`src/rtl/i2s_pkg.sv`:
```
// Shared widths and types for the I2S microphone receive path.
package i2s_pkg;
  localparam int I2S_DATA_W    = 18;
  localparam int I2S_SLOT_BITS = 24;

  typedef enum logic {CH_LEFT = 1'b0, CH_RIGHT = 1'b1} i2s_ch_t;
  typedef logic [17:0] i2s_sample_t;
endpackage

```
`src/rtl/sync_edge_det.sv`:
```
// Synchroniser for an oversampled bit clock plus its companion data line,
// producing registered one-cycle rise/fall strobes and the synced data level.
module sync_edge_det
  import i2s_pkg::*;
#(
  parameter int STAGES = 2
) (
  input  logic clk,
  input  logic reset,
  input  logic edge_in,
  input  logic data_in,
  output logic data_level,
  output logic rise,
  output logic fall
);

  logic [STAGES-1:0] edge_sync_q, edge_sync_d;
  logic [STAGES-1:0] data_sync_q, data_sync_d;
  logic              edge_prev_q, edge_prev_d;
  logic              rise_q, rise_d;
  logic              fall_q, fall_d;
  logic              edge_lvl;

  // Both lines share the same depth so data stays aligned with the edges.
  assign edge_lvl = edge_sync_q[STAGES-1];

  always_comb begin
    edge_sync_d = {edge_sync_q[STAGES-2:0], edge_in};
    data_sync_d = {data_sync_q[STAGES-2:0], data_in};
    edge_prev_d = edge_lvl;
    rise_d      = edge_lvl & ~edge_prev_q;
    fall_d      = ~edge_lvl & edge_prev_q;
  end

  always_ff @(posedge clk) begin
    if (!reset) begin
      edge_sync_q <= '0;
      data_sync_q <= '0;
      edge_prev_q <= 1'b0;
      rise_q      <= 1'b0;
      fall_q      <= 1'b0;
    end else begin
      edge_sync_q <= edge_sync_d;
      data_sync_q <= data_sync_d;
      edge_prev_q <= edge_prev_d;
      rise_q      <= rise_d;
      fall_q      <= fall_d;
    end
  end

  assign data_level = data_sync_q[STAGES-1];
  assign rise       = rise_q;
  assign fall       = fall_q;

endmodule

```
`src/rtl/i2s_mic_rx.sv`:
```
// I2S master receiver: drives word select, deserialises the mic data line and
// presents tagged samples on a one-deep valid/ready holding register.
module i2s_mic_rx
  import i2s_pkg::*;
#(
  parameter int DATA_W      = I2S_DATA_W,
  parameter int SLOT_BITS   = I2S_SLOT_BITS,
  parameter int SYNC_STAGES = 2
) (
  input  logic              clk_48mhz,
  input  logic              reset,
  input  logic              bclk,
  input  logic              sd_in,
  output logic              ws_out,
  output logic [DATA_W-1:0] sample_data,
  output logic              sample_left,
  output logic              sample_valid,
  input  logic              sample_ready,
  output logic              overrun
);

  localparam int                CNT_W    = $clog2(SLOT_BITS);
  localparam logic [CNT_W-1:0] LAST_BIT = CNT_W'(SLOT_BITS - 1);
  localparam logic [CNT_W-1:0] LSB_BIT  = CNT_W'(DATA_W);

  logic bclk_rise, bclk_fall, sd_lvl;

  sync_edge_det #(.STAGES(SYNC_STAGES)) u_bclk_sync (
    .clk        (clk_48mhz),
    .reset      (reset),
    .edge_in    (bclk),
    .data_in    (sd_in),
    .data_level (sd_lvl),
    .rise       (bclk_rise),
    .fall       (bclk_fall)
  );

  logic [CNT_W-1:0]  bit_cnt_q, bit_cnt_d;
  logic              primed_q, primed_d;
  i2s_ch_t           ws_q, ws_d;
  logic [DATA_W-1:0] shift_q, shift_d;
  logic [DATA_W-1:0] data_q, data_d;
  logic              left_q, left_d;
  logic              valid_q, valid_d;
  logic              overrun_q, overrun_d;
  logic [DATA_W-1:0] captured;
  logic              in_data_bits;
  logic              completion;

  // Stream contract: a beat transfers on any clk_48mhz edge where sample_valid
  // and sample_ready are both high; data/flags hold while valid && !ready,
  // except that a new completion overwrites the held sample and sets overrun.
  always_comb begin
    captured     = {shift_q[DATA_W-2:0], sd_lvl};
    in_data_bits = (bit_cnt_q != '0) && (bit_cnt_q <= LSB_BIT);
    completion   = bclk_rise && (bit_cnt_q == LSB_BIT) && primed_q;

    bit_cnt_d = bit_cnt_q;
    primed_d  = primed_q;
    ws_d      = ws_q;
    shift_d   = shift_q;
    data_d    = data_q;
    left_d    = left_q;
    valid_d   = valid_q;
    overrun_d = overrun_q;

    // Word select moves on the falling edge; k=0 after it is the I2S delay bit.
    if (bclk_fall) begin
      if (bit_cnt_q == LAST_BIT) begin
        bit_cnt_d = '0;
        ws_d      = (ws_q == CH_LEFT) ? CH_RIGHT : CH_LEFT;
        primed_d  = 1'b1;
      end else begin
        bit_cnt_d = bit_cnt_q + 1'b1;
      end
    end

    if (bclk_rise && in_data_bits) begin
      shift_d = captured;
    end

    if (valid_q && sample_ready) begin
      valid_d = 1'b0;
    end

    if (completion) begin
      data_d  = captured;
      left_d  = (ws_q == CH_LEFT);
      valid_d = 1'b1;
      if (valid_q && !sample_ready) begin
        overrun_d = 1'b1;
      end
    end
  end

  always_ff @(posedge clk_48mhz) begin
    if (!reset) begin
      bit_cnt_q <= '0;
      primed_q  <= 1'b0;
      ws_q      <= CH_LEFT;
      shift_q   <= '0;
      data_q    <= '0;
      left_q    <= 1'b0;
      valid_q   <= 1'b0;
      overrun_q <= 1'b0;
    end else begin
      bit_cnt_q <= bit_cnt_d;
      primed_q  <= primed_d;
      ws_q      <= ws_d;
      shift_q   <= shift_d;
      data_q    <= data_d;
      left_q    <= left_d;
      valid_q   <= valid_d;
      overrun_q <= overrun_d;
    end
  end

  assign ws_out       = ws_q;
  assign sample_data  = data_q;
  assign sample_left  = left_q;
  assign sample_valid = valid_q;
  assign overrun      = overrun_q;

endmodule

```
`config.mk`:
```
export PLATFORM = sky130hd
export DESIGN_NAME = i2s_mic_rx
export DESIGN_NICKNAME = d
export VERILOG_FILES = /design/src/rtl/i2s_pkg.sv /design/src/rtl/sync_edge_det.sv /design/src/rtl/i2s_mic_rx.sv
export SDC_FILE = /design/constraint.sdc
export NUM_CORES = 1
export LEC_CHECK = 0
export BUFFER_PORTS_ARGS = -buffer_cell sky130_fd_sc_hd__buf_2
export CAP_MARGIN = 15
export CORE_UTILIZATION = 45
export CTS_BUF_LIST = sky130_fd_sc_hd__clkbuf_8
export DETAILED_ROUTE_END_ITERATION = 10
export GPL_ROUTABILITY_DRIVEN = 0
export PLACE_DENSITY = 0.7
export SYNTH_ARGS = -nofsm -noshare
export SYNTH_HDL_FRONTEND = slang
export SYNTH_SLANG_ARGS = --single-unit
```
`constraint.sdc`:
```
create_clock -name clk_48mhz -period 1.5 [get_ports clk_48mhz]
set_input_delay 0.3 -clock clk_48mhz [delete_from_list [all_inputs] [get_ports clk_48mhz]]
set_output_delay 0.3 -clock clk_48mhz [all_outputs]
set_load 0.02 [all_outputs]
```
# == Yosys cells after proc, flatten, opt, wreduce, memory -nomap -nowiden ==
# Index checks and enable logic that the tools add are counted.
# totals
reg_bits,52
latchBits,0
ramBits,0
mem_bits_ro,0
in_bits,5
output_inout_bits,22
elab_cells,37
memories,0
# op_classes
add_sub_neg,1
multipliers,0
div_mod_pow,0
order_cmp,1
eq_ne,2
shift,0
n_mux,4
n_bitwise,5
n_reduce_logical,11
# op_table
op,n
"5-bit == test, second input constant",2
1-bit logical AND,6
"5-bit by 1-bit adder with 5-bit output, second input constant",1
"5-bit <= comparator, second input constant",1
5-bit two-way mux,1
5-bit nonzero test,1
2-bit AND reduction,2
1-bit two-way mux,3
1-bit inverter,3
1-bit AND,2
2-bit nonzero test,1
1-bit logical NOT,1

# == Logic depth before layout (Yosys ltp) ==
# depth
depth_word,4
ltp_mapped,8
mapped_depth_nobuf,6

# == Modules after synthesis ==
# A second synthesis with hierarchy kept.
# unflattened
cells_unflattened,198
hier_area_um2,1953.1
# modules_own_cells
mod,n_inst,cells_per_inst,area_per_inst_um2
i2s_mic_rx,1,184,1757.9
sync_edge_det,1,14,195.2

# == Worst setup path after synthesis ==
# No wires, ideal clock.
# synth_timing
path_type,reg2reg
start,reg bit_cnt_q[0]
end,reg data_q[11] (netlist: sample_data[11])
setup_time_ns,0.116
t_arrival_ns,1.353
setup_slack_ns,0.030
stages_incl_launch_ff,9
path_buffers,2
path_cell_list,dfxtp_1 -> inv_1 -> ha_1 -> nand4_1 -> or3_1 -> buf_6 -> buf_6 -> nand2_1 -> a21boi_1
# synth_via
elab_chain_cells,3
# synth_lines
item,line,text
"start, declared",i2s_mic_rx.sv:38,"logic [CNT_W-1:0] bit_cnt_q, bit_cnt_d;"
"start signal, assigned",i2s_mic_rx.sv:107,bit_cnt_q <= bit_cnt_d;
5-bit == test,i2s_mic_rx.sv:56,completion = bclk_rise && (bit_cnt_q == LSB_BIT) && primed_q;
1-bit logical AND (2 in a row),i2s_mic_rx.sv:56,
"end signal, assigned",i2s_mic_rx.sv:111,data_q <= data_d;
"end, declared",i2s_mic_rx.sv:42,"logic [DATA_W-1:0] data_q, data_d;"
# No other way between the ends.
# A chain may end at the register's enable or synchronous reset.

# == Worst setup path in the final report ==
# layout_timing
start,reg bit_cnt_q[0]
end,reg data_q[0] (netlist: sample_data[0])
# Same word-level chain as after synthesis.

==> results.json <==
{
  "power_leakage_nw": 1.049,
  "worst_setup_path_end_kind": "flip-flop",
  "fin_skew_ns": 0.009318,
  "die_h_microns": 67.86,
  "vias": 1327,
  "grt_pass1_vias": 1129,
  "status": "finished, final reports clean",
  "drc": 0,
  "synth.distinct_cells": 28,
  "r2r-end": "sample_data[0]",
  "cellPowerDensity_mw_per_mm2": 1019,
  "regArea_sq_mm": 0.001044,
  "htreeDepth": 2,
  "reg2reg_from": "bit_cnt_q[0]",
  "p_comb_share_pct": 2.1,
  "start_util_pct": 47.76,
  "synth-async-reset-ratio_pct": 0,
  "grt_usage_pct": 14.94,
  "ant_nets": 0,
  "syn2layout_area_growth_pct": 18.40,
  "row_count": 23,
  "cts-root-buf": "clkbuf_8",
  "critical_path_class": "flip-flop to flip-flop",
  "netlist.area_leader.share_pct": 53.33,
  "critPathArrivalTime_ns": 1.64,
  "antenna_found_initial": 0,
  "viasPerCell": 4.773,
  "synth_seq_cells": 52,
  "ctsHoldBuffers": 0,
  "final-setup-viol-count": 0,
  "clkLatencyLatePin_ns": 0.30,
  "cts.sinks": 52,
  "grt-busiest-layer": "met2",
  "p_seq_share_pct": 59.0,
  "syn_area_sq_mm": 0.001952,
  "p_switching_mw": 0.4569,
  "cp-startpoint": "bit_cnt_q[0]",
  "finalCritPeriodShare_pct": 97.17,
  "multiInputGateArea_sq_um": 854.6,
  "crit_fanout": 8,
  "routedWlPerCell_microns": 11.22,
  "p_clk_share_pct": 38.9,
  "cts.clk_slew.worst_paths_ns": 0.09,
  "grt_use_met3_pct": 4.500,
  "dieArea_sq_mm": 0.004605,
  "p_sw_share_pct": 19.40,
  "gr-total-overflow": 0,
  "synth-seq-area-share_pct": 53.33,
  "hold_viol": 0,
  "routed_wirelength_mm": 3.120,
  "min_path_type": "input port to flip-flop",
  "hold_ws_ns": 0.2043,
  "synth_common_cells": "nand2_1 (57), dfxtp_1 (52), mux2i_1 (18), a21boi_1 (11)",
  "fill_cells": 374,
  "synth-edff-count": 0,
  "drt-pass1-iter-count": 4,
  "cts_tree": "done",
  "met2_usage_pct": 22.77,
  "maxCapViolCount": 0,
  "grt_max_degree": 52,
  "drt_iter0_drc": 58,
  "postSynthCellCount": 199,
  "fmax_ghz": 0.6861,
  "final_nets": 235,
  "io_buffers": 26,
  "max_slew_margin_pct": 78.09,
  "synthMostInstantiatedCell": "nand2_1",
  "synthFlopType": "dfxtp_1",
  "endpoint": "sample_data[0]",
  "slew_violations": 0,
  "worstRegToRegCells": 7,
  "worstPathRequired_ns": 1.68,
  "die_x_microns": 67.86,
  "synth_area_leaders": "dfxtp_1 (53%), nand2_1 (11%), mux2i_1 (9.2%), a21boi_1 (4.2%), a21boi_0 (2.7%)",
  "crit_path_start_kind": "flip-flop",
  "internal_power_mw": 1.899,
  "cts.path.max_buffers": 2,
  "drive_above_1_share_pct": 24.12,
  "dp_hpwl_mm": 2.041,
  "vdd_drop_max_mv": 0.5646,
  "reg2reg_slack_ns": 0.04,
  "core_region_area_sq_mm": 0.004086,
  "synth-warning-count": 0,
  "grt_pass1_wl_mm": 5.009,
  "tightest_slew_ns": 0.3282,
  "met1_usage_pct": 18.94,
  "cts-buffers-inserted": 5,
  "syn-num-nets": 207,
  "final_period_minus_worst_setup_slack_ns": 1.458,
  "synth_area_leader_cell": "dfxtp_1",
  "finalPower_mw": 2.356,
  "rsz0062_at_grt": "yes",
  "syn_avg_cell_area_sq_um": 9.808,
  "insertedDiodeCount": 0,
  "top_level_ports": 27
}
-- state kept, by name, indices dropped and copies added, names as in the netlist, 2 cells and up --
name / count
shift_q: 17
sample_data: 18
u_bclk_sync.edge_sync_q: 2
bit_cnt_q: 5
u_bclk_sync.data_sync_q: 2
-- layout make-up --
| class | instances | share of cell area [%] |
|---|---|---|
| clock buffers | 5 | 2.978 |
| flip-flops and latches | 52 | 45.15 |
| clock inverters | 3 | 1.678 |
| well taps | 50 | 2.707 |
| multi-input cells | 132 | 36.98 |
| repair buffers | 33 | 10.02 |
| inverters | 3 | 0.4873 |
-- critical path: stages (launching register included) --
cell and delay [ns]:
dfxtp_2 0.34, inv_2 0.08, ha_4 0.13, nand4_1 0.11, or3_4 0.41, buf_6 0.15, nand2_1 0.06, a21boi_0 0.07
-- how the worst min path moves through the flow --
stage / from / end / slack (ns) / cells past startpoint
global route: bclk / u_bclk_sync.edge_sync_q[0] / 0.20 / 2
CTS: sd_in / u_bclk_sync.data_sync_q[0] / 0.19 / 2
finish: bclk / u_bclk_sync.edge_sync_q[0] / 0.20 / 2
floorplan: u_bclk_sync.edge_sync_q[1] / u_bclk_sync.fall / 0.38 / 1
global placement: u_bclk_sync.edge_sync_q[1] / u_bclk_sync.fall / 0.39 / 1
detailed placement: u_bclk_sync.edge_sync_q[1] / u_bclk_sync.fall / 0.39 / 1
-- cells in the final DEF (no fill, tap or decap), types with 2 or more instances in the layout --
cell type  instances
nand4_1            2
nand2_1           52
xnor2_1            2
ha_1               2
inv_1              3
nor2_1             4
dfxtp_2            2
and2_1             7
nand2_2            5
buf_2             26
a21oi_1            2
a21boi_1          14
a21boi_0           3
nor2b_1            5
mux2i_1           18
buf_12             3
o21a_1             2
dfxtp_1           50
clkbuf_8           5
xor2_1             2
buf_4              2
-- metal layers --
layer  share of wire (%)  wire length, microns
met2                  46                  1429
met1                  50                  1546
met4                 1.6                    50
met3                 3.0                    94
met5                   0                     0
-- cell families (layout without fill, tap and decap cells) --
logic type                 Yosys count  in the layout  share of synthesized area [%]
AOI/OAI and AO/OA                   26             26                          10.19
xor gates and xnor gates             4              4                          1.795
adders and majority gates            3              3                          1.923
buffers and inverters               15             44                          5.128
DFF                                 52             52                          53.33
muxes                               18             18                          9.231
and+or+nand+nor                     81             81                          18.40
-- per-stage QoR --
step	setup TNS (ns)	utilization, %	std cells	instance area, sq um	setup slack, ns
final	0	56.55	278	2311	0.04248
after detailed placement	-0.01615	52.51	270	2146	-0.01615
after global routing	-1.736	56.55	278	2311	-0.08923
after global placement	-0.08501	52.51	270	2146	-0.05749
after CTS	0	55.27	278	2258	0.005255
after floorplan	0	-	199	1952	0.03037
-- power by group through the flow --
stage	clock network, mW	logic (mW)	registers [mW]
floorplan	0	0.0296	1.42
CTS	0.943	0.0483	1.39
global route	0.985	0.0530	1.39
detailed placement	0	0.0483	1.42
finish	0.917	0.0485	1.39
global placement	0	0.0478	1.42
-- repair_timing --
item | CTS | global route
gates resized for setup | 1 | 20
endpoints found under the setup margin | 3 | 39
setup buffers | 0 | 0
pin swaps | 0 | 10
Power figures use the tool's default switching activity.
